--- config.mk ---
export PLATFORM = sky130hd
export DESIGN_NAME = fetch_instr_buffer
export DESIGN_NICKNAME = d
export VERILOG_FILES = /design/src/rtl/fetch_instr_buffer.sv
export SDC_FILE = /design/constraint.sdc
export NUM_CORES = 1
export LEC_CHECK = 0
export ABC_AREA = 1
export BUFFER_PORTS_ARGS = -buffer_cell sky130_fd_sc_hd__buf_2
export CAP_MARGIN = 20
export CORE_ASPECT_RATIO = 0.8
export CORE_MARGIN = 2
export CORE_UTILIZATION = 25
export CTS_BUF_LIST = sky130_fd_sc_hd__clkbuf_2
export DETAILED_ROUTE_END_ITERATION = 6
export GPL_ROUTABILITY_DRIVEN = 0
export PLACE_DENSITY = 0.49
export SLEW_MARGIN = 40
export SYNTH_ARGS = -nofsm -noshare
export SYNTH_HDL_FRONTEND = slang
export SYNTH_SLANG_ARGS = --single-unit
export TNS_END_PERCENT = 10
--- constraint.sdc ---
create_clock -name clk -period 1.8 [get_ports clk]
set_clock_uncertainty 0.05 [all_clocks]
set_input_delay 0.18 -clock clk [delete_from_list [all_inputs] [get_ports clk]]
set_output_delay 0.18 -clock clk [all_outputs]
set_load 0.03 [all_outputs]
--- src/rtl/fetch_instr_buffer.sv ---
// Single-lane fetch request/retry stage with an in-order {pc, instr} output FIFO.
// Define FETCH_BUF_STATS_EN to add saturating probe_cnt/miss_cnt outputs.
`ifndef LEN_WORD
`define LEN_WORD 32
`endif
`ifndef LEN_INST
`define LEN_INST 32
`endif

module fetch_instr_buffer #(
   parameter int unsigned LEN_WORD  = `LEN_WORD,
   parameter int unsigned LEN_INST  = `LEN_INST,
   parameter int unsigned LOG_DEPTH = 2
) (
   input  logic                clk,
   input  logic                rstn,
   input  logic                req_valid,
   output logic                req_ready,
   input  logic [LEN_WORD-1:0] req_pc,
   input  logic                flush,
   output logic                fetch_order,
   output logic [LEN_WORD-1:0] fetch_pc,
   input  logic                fetch_done,
   input  logic [LEN_INST-1:0] fetch_instr,
   output logic                out_valid,
   input  logic                out_ready,
   output logic [LEN_WORD-1:0] out_pc,
   output logic [LEN_INST-1:0] out_instr
`ifdef FETCH_BUF_STATS_EN
   ,
   output logic [31:0]         probe_cnt,
   output logic [31:0]         miss_cnt
`endif
);

   localparam int unsigned DEPTH = 2**LOG_DEPTH;

   typedef enum logic [1:0] {IDLE, LOOKUP, MISS} state_t;

   state_t               state_q, state_d;
   logic [LEN_WORD-1:0]  pend_pc_q;
   logic [LOG_DEPTH-1:0] rd_q, wr_q;
   logic [LOG_DEPTH:0]   count_q;
   logic [LEN_WORD-1:0]  pc_mem    [DEPTH];
   logic [LEN_INST-1:0]  instr_mem [DEPTH];
   logic                 full, hit, accept, pop;

   // count never exceeds DEPTH, so its MSB alone marks a full FIFO
   assign full        = count_q[LOG_DEPTH];
   assign fetch_order = (state_q != IDLE) && !full;
   assign fetch_pc    = pend_pc_q;
   assign hit         = fetch_order && fetch_done;
   assign req_ready   = !flush && ((state_q == IDLE) || hit);
   assign accept      = req_valid && req_ready;
   assign out_valid   = (count_q != '0);
   assign pop         = out_valid && out_ready;
   assign out_pc      = pc_mem[rd_q];
   assign out_instr   = instr_mem[rd_q];

   // accept implies IDLE or hit, so it takes precedence over the hit->IDLE exit
   always_comb begin
      state_d = state_q;
      if (flush)
         state_d = IDLE;
      else if (accept)
         state_d = LOOKUP;
      else if (hit)
         state_d = IDLE;
      else if (fetch_order)
         state_d = MISS;
   end

   always_ff @(posedge clk or negedge rstn) begin
      if (!rstn) begin
         state_q   <= IDLE;
         pend_pc_q <= '0;
         rd_q      <= '0;
         wr_q      <= '0;
         count_q   <= '0;
      end else begin
         state_q <= state_d;
         if (accept)
            pend_pc_q <= req_pc;
         if (flush) begin
            rd_q    <= '0;
            wr_q    <= '0;
            count_q <= '0;
         end else begin
            if (hit)
               wr_q <= wr_q + LOG_DEPTH'(1);
            if (pop)
               rd_q <= rd_q + LOG_DEPTH'(1);
            if (hit && !pop)
               count_q <= count_q + (LOG_DEPTH+1)'(1);
            else if (!hit && pop)
               count_q <= count_q - (LOG_DEPTH+1)'(1);
         end
      end
   end

   always_ff @(posedge clk or negedge rstn) begin
      if (!rstn) begin
         pc_mem    <= '{default: '0};
         instr_mem <= '{default: '0};
      end else if (hit && !flush) begin
         pc_mem[wr_q]    <= pend_pc_q;
         instr_mem[wr_q] <= fetch_instr;
      end
   end

`ifdef FETCH_BUF_STATS_EN
   // counters survive flush; only reset clears them
   always_ff @(posedge clk or negedge rstn) begin
      if (!rstn) begin
         probe_cnt <= '0;
         miss_cnt  <= '0;
      end else begin
         if (fetch_order && (probe_cnt != '1))
            probe_cnt <= probe_cnt + 32'd1;
         if (fetch_order && !fetch_done && (miss_cnt != '1))
            miss_cnt <= miss_cnt + 32'd1;
      end
   end
`endif

endmodule

==> run summary, run 1 <==
Min path
* flush — hold path startpoint
* 5 — number of instances on the worst hold path
* primary input to flip-flop — Hold WC Path Type
* count_q[1] — hold-critical path endpoint

Placed design
* 168 — input/output buffers
* 23.74 mm — Detail Placement HPWL

Routing
* 2.187 mm — routed length on met3
* 4.446 — detail-routed via count per cell
* met4 — top layer used by detailed routing
* 691 — iteration-0 DRC count of the detailed router
* 0 — residual DRC count
* 5 — number of iterations in the first detailed-routing pass
* 21.16 mm — met1 wire length
* 16.42 µm — detailed-route wire length per cell
* 42.66 mm — total length of routed wires
* 11560 — vias after detailed routing
* 0 — DRT antenna net count
* 18.45 mm — met2 wire length

Critical path
* flip-flop — kind of start point of the critical path
* 2.50 ns — data arrival at the endpoint of the critical path
* 0.02 ns — FF-to-FF setup slack
* 14 — Worst Path Max Fanout
* 8 — length in cells of the worst reg-to-reg path
* primary output — crit end category
* flip-flop to primary output — type of the worst setup path
* instr_mem[66] — endpoint of the worst register-to-register path
* state_q[0] — source of the worst register-to-register timing path
* 1.57 ns — required time reported for the critical path endpoint

Global routing
* 11580 — number of global-route vias before repair
* 0 — total congestion overflow
* 4 — antenna violations before repair
* 71 — maximum number of pins on one net before global-route repair
* 14.85% — GRT Util Overall
* 64.72 mm — wire length of the first global-routing pass

Yosys
* sky130_fd_sc_hd__nand2_1, sky130_fd_sc_hd__dfrtp_1, sky130_fd_sc_hd__o21ai_2 — top cells by instance count after synthesis
* 0 — YS warnings
* 0% — share of the synthesized netlist area taken by xor and xnor gates
* 100.0% — Synth async-reset ratio
* compound AO/OA/AOI/OAI gates — combinational family with the most area after synthesis
* 9.364 µm² — mean area per synthesized cell
* 23 — distinct cell type count of the synthesized netlist
* 54.44% — top-area cell type share of the netlist area
* 21.90% — share of the synthesized area in compound gates (AO/OA/AOI/OAI)
* sky130_fd_sc_hd__nand2_1 — count leader, synth
* 297 — number of flip-flops and latches in the synthesized netlist
* 0% — share of synthesized area spent on multiplexers
* 0.01365 mm² — Cell Area, Synth
* 1458 — gate count of the mapped netlist
* sky130_fd_sc_hd__dfrtp_1 — library cell occupying the most area in the post-synthesis netlist
* 1533 — synthesized netlist net count
* 15.10% — post-synthesis share of cell area spent on and, or, nand and nor gates
* 54.44% — share of the yosys chip area belonging to registers
* 0.5132% — adder and majority gate portion of the synthesized area
* 0 — number of synthesized flops with an enable pin
* sky130_fd_sc_hd__dfrtp_1, sky130_fd_sc_hd__o21ai_2, sky130_fd_sc_hd__nand2_1 — largest cells by area after synthesis
* sky130_fd_sc_hd__dfrtp_1 — top_reg_cell synth

Clock network
* 297 — Sink Count
* 3 — Clock Path Buffers
* 85 — number of CTS-inserted buffers
* yes — CTS tree
* sky130_fd_sc_hd__clkbuf_2 — CTS Root Cell
* 3 — # H-tree levels
* 1.03 ns — clock network latency to the later pin of the worst-skew pair
* 0.09 ns — clock transition time at the flip-flop clock pins of the worst setup and hold paths

Die
* 265.3 µm — Die X
* 169 — num ports
* 0.05651 mm² — Total Die Area
* 25.32% — initial standard-cell utilization of the core
* 76 — std cell rows
* 213.0 µm — DIE HEIGHT
* 0.05392 mm² — placeable core region

STA
* 151.8% — crit share post-route
* 0 — Hold Vio Cnt, Final
* -0.9326 ns — final setup slack of the worst path
* 0 — Final Max Tran Viols
* 82 — setup-violating endpoint count in the final report
* 0.3660 GHz — highest attainable clock frequency
* true — RSZ-0062 raised after global routing
* 0.2987 ns — Fin Hold WS
* 0.4734 ns — slew of the pin with the lowest slew margin
* 2.733 ns — post-layout minimum cycle time
* 68.44% — headroom to the max-slew limit

Layout
* 0.007442 mm² — area taken by flip-flops and latches
* 0.005406 mm² — area taken by multi-input logic gates
* 32.22% — fraction of final layout cells with drive strength greater than 1
* 37.50% — synthesis-to-layout area growth
* 1900 — # nets final
* 5548 — final-layout fill cell count

Status
* setup timing — violated checks
* finished, violations left — run status

Flow run
* 0 — Maximum Capacitance Violations

Power and ir drop
* 0.009022 µW — leakage
* 1.407 mV — worst supply voltage drop on vdd
* 28440 µW — Total Power Consumption
* 1515 mW/mm² — PwrDens

==> metrics by stage <==
| step | cell area [µm²] | std cells | util [%] | setup TNS [ns] | worst slack, ns |
|---|---|---|---|---|---|
| floorplan | 13670 | 1458 | - | -2.042 | -0.05739 |
| global placement | 15460 | 2282 | 28.67 | 0 | 0.05202 |
| detailed placement | 15460 | 2282 | 28.67 | 0 | 0.02529 |
| CTS | 18430 | 2584 | 34.19 | -76.21 | -1.121 |
| global route | 18770 | 2597 | 34.81 | -82.21 | -1.170 |
| finish | 18770 | 2599 | 34.82 | -56.95 | -0.9326 |
==> state kept, by name, summed over array words and instances (netlist names) <==
register and count:
fetch_pc 32, count_q 3, state_q 2, wr_q 2, instr_mem 128, pc_mem 128
rd_q 2
==> power breakdown <==
part	switching, µW	internal (µW)
logic	8170	5440
registers	1220	8440
clock network	3010	2160
total	12400	16000
==> worst max path at each step <==
stage,startpoint,to
floorplan,rd_q[0],out_instr[12]
global placement,count_q[2],count_q[1]
detailed placement,rd_q[0],out_pc[15]
CTS,rd_q[0],out_pc[5]
global route,rd_q[0],out_pc[4]
finish,rd_q[0],out_pc[13]
==> area by class of cell <==
type                    count  area share [%]
diodes                      7         0.09331
repair buffers            388           21.03
inverters                  75           1.580
flip-flops and latches    297           39.64
clock buffers             127           3.386
multi-input cells         978           28.80
clock inverters            25          0.7865
well taps                 702           4.679
==> cells in the final DEF (no fill, tap or decap), types with 7 or more instances in the layout <==
cell type                       count
sky130_fd_sc_hd__nand2_1          334
sky130_fd_sc_hd__dfrtp_1          291
sky130_fd_sc_hd__o21ai_2          173
sky130_fd_sc_hd__dlygate4sd3_1    139
sky130_fd_sc_hd__clkbuf_2         127
sky130_fd_sc_hd__nor2_1           125
sky130_fd_sc_hd__o21ai_1          121
sky130_fd_sc_hd__o21ai_0           93
sky130_fd_sc_hd__buf_4             79
sky130_fd_sc_hd__inv_1             73
sky130_fd_sc_hd__buf_2             71
sky130_fd_sc_hd__buf_6             54
sky130_fd_sc_hd__o22ai_1           40
sky130_fd_sc_hd__nand3_1           35
sky130_fd_sc_hd__buf_12            28
sky130_fd_sc_hd__o22ai_2           23
sky130_fd_sc_hd__clkinv_1          19
sky130_fd_sc_hd__diode_2            7
sky130_fd_sc_hd__clkbuf_16          7
==> metal layers <==
layer	global-route usage (%)	up-vias
met5	0	-
met4	4.695	0
met3	4.071	72
met2	22.49	301
met1	20.55	5518
li1	-	5665
==> logic make-up (layout without fill, tap and decap cells) <==
| family | count (synthesis) | in the layout |
|---|---|---|
| AND/OR/NAND/NOR | 516 | 516 |
| other | 0 | 7 |
| buffers and inverters | 183 | 615 |
| flip-flops | 297 | 297 |
| adder cells (fa/ha/maj) | 5 | 5 |
| AO/OA/AOI/OAI | 457 | 457 |
==> critical path, stage by stage, from the launching register on <==
cell	delay, ns
sky130_fd_sc_hd__dfrtp_4	0.54
sky130_fd_sc_hd__clkbuf_16	0.18
sky130_fd_sc_hd__buf_12	0.13
sky130_fd_sc_hd__o21ai_0	0.09
sky130_fd_sc_hd__o22ai_1	0.29
sky130_fd_sc_hd__buf_4	0.23
==> repair_timing <==
action	in CTS	in global routing
hold endpoints to repair	594	0
gates resized for setup	207	44
hold buffers	140	0
endpoints found under the setup margin	99	157
cloned	6	7
pin swaps	16	8
setup buffers	4	3
(Power assumes the default switching activity.)
==> run 2, diff against run 1 <==
CORE_MARGIN = 4   (was 2)
==> run summary, run 2 (synthesis gave the netlist of run 1 again) <==
Status
* finished, violations left — run status
* setup timing — violated checks

Die
* 0.05844 mm² — Total Die Area, +3.4%
* 76 — std cell rows, unchanged
* 169 — num ports, unchanged
* 217.0 µm — DIE HEIGHT, +1.9%
* 25.32% — initial standard-cell utilization of the core, unchanged
* 0.05392 mm² — placeable core region, unchanged
* 269.3 µm — Die X, +1.5%

Routing
* 0 — DRT antenna net count, unchanged
* 40.15 mm — total length of routed wires, -5.9%
* 4.425 — detail-routed via count per cell, -0.48%
* 0 — residual DRC count, unchanged
* 582 — iteration-0 DRC count of the detailed router, -16%
* 11370 — vias after detailed routing, -1.6%
* 15.62 µm — detailed-route wire length per cell, -4.8%
* 4 — number of iterations in the first detailed-routing pass, -1

Clock network
* sky130_fd_sc_hd__clkbuf_2 — CTS Root Cell
* 3 — Clock Path Buffers, unchanged
* 86 — number of CTS-inserted buffers, +1.2%
* 0.14 ns — clock transition time at the flip-flop clock pins of the worst setup and hold paths, +0.05 ns
* yes — CTS tree
* 3 — # H-tree levels, unchanged
* 297 — Sink Count, unchanged
* 1.00 ns — clock network latency to the later pin of the worst-skew pair, -0.03 ns

Placed design
* 168 — input/output buffers, unchanged
* 2274 — number of cells after detailed placement, -0.35%
* 24.58 mm — Detail Placement HPWL, +3.5%
* 0.01535 mm² — area after detailed placement, -0.71%

Layout
* 32.62% — synthesis-to-layout area growth
* 0.01811 mm² — Layout Cell Area excl Fill, -3.5%
* sky130_fd_sc_hd__nand2_1 — most common library cell in the layout ignoring fill and taps
* 30.86% — fraction of final layout cells with drive strength greater than 1, -1.4 points
* sky130_fd_sc_hd__nand2_1, sky130_fd_sc_hd__dfrtp_1, sky130_fd_sc_hd__o21ai_2, sky130_fd_sc_hd__dlygate4sd3_1, sky130_fd_sc_hd__clkbuf_2 — commonest cells after routing, fill and taps aside
* 1876 — # nets final, -1.3%
* 2570 — non-filler cells, final, -1.1%

STA
* 0 — Hold Vio Cnt, Final, unchanged
* 2.717 ns — post-layout minimum cycle time, -0.01587 ns
* 63.89% — headroom to the max-slew limit, -4.5 points
* true — RSZ-0062 raised after global routing
* 0.3681 GHz — highest attainable clock frequency, +0.58%
* -0.9167 ns — final setup slack of the worst path, +0.01587 ns
* -54.75 ns — Post-Route Setup TNS, +2.206 ns
* 0.5417 ns — slew of the pin with the lowest slew margin, +0.06822 ns
* 150.9% — crit share post-route, -0.88 points
* 78 — setup-violating endpoint count in the final report, -4.9%
* 0 — Final Max Tran Viols, unchanged

Global routing
* 3 — antenna violations before repair, -1
* 13.90% — GRT Util Overall, -0.95 points
* 65 — maximum number of pins on one net before global-route repair, -8.5%
* 0 — total congestion overflow, unchanged
* 64.93 mm — wire length of the first global-routing pass, +0.32%
* 11770 — number of global-route vias before repair, +1.7%

Power and ir drop
* 0.8747 mV — worst supply voltage drop on vdd, -38%
* 27260 µW — Total Power Consumption, -4.1%
* 0.008757 µW — leakage, -2.9%
* 1505 mW/mm² — PwrDens, -0.62%

Critical path
* 1.57 ns — required time reported for the critical path endpoint, about the same
* flip-flop to primary output — type of the worst setup path
* 7 — length in cells of the worst reg-to-reg path, -1
* 2.49 ns — data arrival at the endpoint of the critical path, about the same
* primary output — crit end category
* flip-flop — kind of start point of the critical path
* 46 — Worst Path Max Fanout, +32

Flow run
* 0 — Maximum Capacitance Violations, unchanged

Min path
* 5 — number of instances on the worst hold path, unchanged
* primary input to flip-flop — Hold WC Path Type

==> run 2: critical path, cell delays in order (launching register included) <==
cell                      delay, ns
sky130_fd_sc_hd__dfrtp_4       0.54
sky130_fd_sc_hd__buf_12        0.24
sky130_fd_sc_hd__o21ai_0       0.13
sky130_fd_sc_hd__o22ai_1       0.27
sky130_fd_sc_hd__buf_2         0.27
==> run 2: where the power goes <==
group / total, µW / internal, µW / switching, µW
Combinational: 12500 / 4790 / 7760
Sequential: 9640 / 8450 / 1190
Clock: 5070 / 2060 / 3010
Total: 27300 / 15300 / 12000
==> run 2: path summary, 6_finish.rpt <==
check,start,to,slack [ns]
min in group asynchronous,rstn,instr_mem[85],0.74
hold reg to reg,instr_mem[60],instr_mem[60],0.43
hold / removal,req_valid,fetch_pc[12],0.25
setup reg to reg,count_q[2],instr_mem[71],0.06
setup / recovery,rd_q[0],out_pc[18],-0.92
max in group asynchronous,rstn,pc_mem[127],0.22
==> run 2: area by class of cell <==
type	count	area, µm²
fill	5575	35810
sequential	297	7448
multi-input combinational	978	5279
timing repair buffer	363	3436
tap	702	878.3
clock buffer	131	655.6
inverter	75	294.0
clock inverter	19	103.9
antenna	5	12.51
==> run 2: timing repair <==
| item | 4_1_cts | 5_1_grt |
|---|---|---|
| setup endpoints to repair | 99 | 118 |
| pin swaps | 3 | 2 |
| gates cloned | 2 | 0 |
| buffers inserted | 0 | 1 |
| hold buffers | 138 | 0 |
| gates resized for setup | 157 | 29 |
| hold endpoints to repair | 594 | 0 |
==> run 2: metal layers <==
layer | part of all wire (%) | vias up | track usage, %
li1 | - | 5607 | -
met1 | 49 | 5426 | 18.96
met2 | 44 | 266 | 21.34
met3 | 5.2 | 73 | 3.913
met4 | 2.3 | 0 | 4.728
met5 | 0 | - | 0
==> run 2: through the flow <==
step                worst slack (ns)  hold WS, ns  utilization, %
global placement             0.01384       0.1201           28.46
finish                       -0.9167       0.2546           33.58
global route                  -1.228      0.07507           33.58
CTS                           -1.189      0.02664           33.41
detailed placement           0.02899       0.1235           28.46
floorplan                   -0.05739      -0.1656               -
==> run 3, diff against run 2 <==
CORE_UTILIZATION = 42   (was 25)
MAX_ROUTING_LAYER = met4   (was unset)
PLACE_DENSITY = 0.69   (was 0.49)
REMOVE_ABC_BUFFERS = 1   (was unset)
==> run summary, run 3 (synthesis gave the netlist of run 1 again) <==
Power and ir drop
* 11820 µW — net switching power figure, -1.2%
* 44.07% — share of total power consumed by net switching, +0.18 points
* 1.008 mV — worst supply voltage drop on vdd, +15%
* 15.6% — part of the power in the clock network, -3.0 points
* 48.4% — share of power burned in combinational logic, +2.4 points
* 0.008629 µW — leakage, -1.5%
* 1525 mW/mm² — PwrDens, +1.3%
* 14990 µW — Int Power, -2.0%
* 36.0% — power share of the sequential group, +0.6 points

Min path
* instr_mem[55] — hold-critical path endpoint
* fetch_instr[23] — hold path startpoint
* 4 — number of instances on the worst hold path, -1
* primary input to flip-flop — Hold WC Path Type

Critical path
* 7 — length in cells of the worst reg-to-reg path, unchanged
* flip-flops — cell family contributing the most delay on the critical path
* instr_mem[93] — endpoint of the worst register-to-register path
* flip-flop — kind of start point of the critical path
* count_q[2] — source of the worst register-to-register timing path
* 0.58 ns — stage delay of the slowest cell on the critical path, +0.04 ns
* flip-flop to primary output — type of the worst setup path
* sky130_fd_sc_hd__dfrtp_4 — highest-delay cell along the critical path
* primary output — crit end category
* 22 — Worst Path Max Fanout, -52%
* 3 — buffering stage count on the worst path with inverters included, +1
* 0.01 ns — FF-to-FF setup slack, -0.05 ns
* 2.32 ns — data arrival at the endpoint of the critical path, -0.17 ns
* 1.57 ns — required time reported for the critical path endpoint, about the same
* clkinv_8, buf_16, o21ai_0, o22ai_1, buf_4 — cells along the critical path

Routing
* 11440 — vias after detailed routing, +0.60%
* 0 — DRT antenna net count, unchanged
* 865 — iteration-0 DRC count of the detailed router, +49%
* 6 — number of iterations in the first detailed-routing pass, +2
* 0 — residual DRC count, unchanged
* 37.35 mm — total length of routed wires, -7.0%
* 5.121 — detail-routed via count per cell, +16%
* 16.72 µm — detailed-route wire length per cell, +7.0%

STA
* 2.550 ns — post-layout minimum cycle time, -0.1664 ns
* 0 — Final Max Tran Viols, unchanged
* 0 — Hold Vio Cnt, Final, unchanged
* 0.4354 ns — slew of the pin with the lowest slew margin, -0.1063 ns
* -43.71 ns — Post-Route Setup TNS, +11.04 ns
* -0.7503 ns — final setup slack of the worst path, +0.1664 ns
* 141.7% — crit share post-route, -9.2 points
* 0.3921 GHz — highest attainable clock frequency, +6.5%
* 0.1389 ns — Fin Hold WS, -0.1157 ns
* true — RSZ-0062 raised after global routing
* 70.97% — headroom to the max-slew limit, +7.1 points
* 67 — setup-violating endpoint count in the final report, -14%

Clock network
* 74 — number of CTS-inserted buffers, -14%
* 297 — Sink Count, unchanged
* 3 — # H-tree levels, unchanged
* 3 — Clock Path Buffers, unchanged
* 0.85 ns — clock network latency to the later pin of the worst-skew pair, -0.15 ns
* yes — CTS tree
* 0.11 ns — clock transition time at the flip-flop clock pins of the worst setup and hold paths, -0.03 ns
* sky130_fd_sc_hd__clkbuf_2 — CTS Root Cell

Layout
* 2775 — final-layout fill cell count, -50%
* sky130_fd_sc_hd__nand2_1 — most common library cell in the layout ignoring fill and taps
* 0 — number of antenna diodes, -5
* sky130_fd_sc_hd__nand2_1, sky130_fd_sc_hd__dfrtp_1, sky130_fd_sc_hd__o21ai_2, sky130_fd_sc_hd__o21ai_1, sky130_fd_sc_hd__nor2_1 — commonest cells after routing, fill and taps aside
* 32.58% — fraction of final layout cells with drive strength greater than 1, +1.7 points
* 28.73% — synthesis-to-layout area growth
* 1845 — # nets final, -1.7%
* 0.01758 mm² — Layout Cell Area excl Fill, -2.9%
* 2234 — non-filler cells, final, -13%

Placed design
* 168 — input/output buffers, unchanged
* 0.01500 mm² — area after detailed placement, -2.3%
* 1998 — number of cells after detailed placement, -12%
* 21.75 mm — Detail Placement HPWL, -12%

Global routing
* 59.40 mm — wire length of the first global-routing pass, -8.5%
* 21.02% — GRT Util Overall, +7.1 points
* 0 — antenna violations before repair, -3
* 53 — maximum number of pins on one net before global-route repair, -18%
* 0 — total congestion overflow, unchanged
* 11530 — number of global-route vias before repair, -2.0%

Die
* 169 — num ports, unchanged
* 0.03171 mm² — placeable core region, -41%
* 169.3 µm — DIE HEIGHT, -22%
* 0.03547 mm² — Total Die Area, -39%
* 58 — std cell rows, -24%
* 43.05% — initial standard-cell utilization of the core, +18 points
* 209.6 µm — Die X, -22%

Status
* finished, violations left — run status
* setup timing — violated checks

Flow run
* 0 — Maximum Capacitance Violations, unchanged

[run 3: cell count changes in the layout (fill, tap and decap cells not counted), moves of 7 or more]
cell                            previous run  this run
sky130_fd_sc_hd__nor2_2                    3        11
sky130_fd_sc_hd__nor2_1                  130       114
sky130_fd_sc_hd__clkbuf_2                131       106
sky130_fd_sc_hd__nor2_4                    3        11
sky130_fd_sc_hd__o21ai_0                 120        58
sky130_fd_sc_hd__buf_2                    71        90
sky130_fd_sc_hd__o21ai_2                 168       179
sky130_fd_sc_hd__buf_6                    44        32
sky130_fd_sc_hd__clkbuf_16                 0         7
sky130_fd_sc_hd__o21ai_1                 101       152
sky130_fd_sc_hd__dlygate4sd3_1           138       102
[run 3: what timing repair did]
| item | in CTS | in global routing |
|---|---|---|
| hold buffers | 103 | 0 |
| gates cloned | 2 | 8 |
| buffers inserted | 2 | 1 |
| setup endpoints to repair | 77 | 119 |
| pin swaps | 17 | 30 |
| endpoints found under the hold margin | 490 | 0 |
| gates resized for setup | 146 | 131 |
[run 3: how the worst max path moves through the flow]
stage                          endpoint  startpoint  cells past startpoint  slack, ns
after floorplan            out_instr[0]     rd_q[0]                      3      -3.03
final                     out_instr[29]     rd_q[0]                      5      -0.75
after detailed placement     count_q[1]  count_q[2]                      9       0.04
after CTS                 out_instr[29]     rd_q[0]                      5      -0.84
after global routing      out_instr[29]     rd_q[0]                      5      -0.95
after global placement    out_instr[14]     rd_q[0]                      5       0.08
[run 3: final cells by class]
cell class | count | area, µm² | area share (%)
timing repair inverter | 1 | 8.758 | 0.04983
sequential | 297 | 7441 | 42.34
clock buffer | 106 | 530.5 | 3.018
inverter | 75 | 294.0 | 1.673
timing repair buffer | 343 | 3278 | 18.65
multi-input combinational | 978 | 5445 | 30.98
tap | 420 | 525.5 | 2.990
clock inverter | 14 | 52.55 | 0.2990
[run 3: per-layer routing]
metal | GRT usage, % | part of all wire, % | up-vias
met5 | - | 0 | -
met4 | 6.268 | 1.7 | 0
met3 | 4.361 | 5.9 | 58
met2 | 32.68 | 47 | 384
met1 | 28.14 | 46 | 5482
li1 | - | - | 5516
[run 3: worst register-to-register path, stage by stage (launching register included)]
cell	delay, ns
sky130_fd_sc_hd__dfrtp_2	0.47
sky130_fd_sc_hd__nor2_4	0.15
sky130_fd_sc_hd__nand2_4	0.08
sky130_fd_sc_hd__nor2_8	0.27
sky130_fd_sc_hd__nand2_8	0.21
sky130_fd_sc_hd__buf_12	0.24
sky130_fd_sc_hd__nand2_2	0.09
sky130_fd_sc_hd__o21ai_2	0.06
[run 3: power by group through the flow]
| stage | clock, µW | combinational, µW | sequential (µW) |
|---|---|---|---|
| 6_report | 4190 | 13000 | 9640 |
| 2_1_floorplan | 0 | 6590 | 10100 |
| 5_1_grt | 4680 | 14000 | 9850 |
| 3_3_place_gp | 0 | 10600 | 9510 |
| 3_5_place_dp | 0 | 10800 | 9570 |
| 4_1_cts | 4350 | 12100 | 9510 |
[run 3: per-stage QoR]
step	worst slack, ns	total power, µW	utilization [%]
after floorplan	-3.026	16720	-
after global placement	0.07901	20150	47.29
after detailed placement	0.04129	20330	47.29
after CTS	-0.8370	26010	53.87
after global routing	-0.9533	28540	55.42
final	-0.7503	26810	55.42
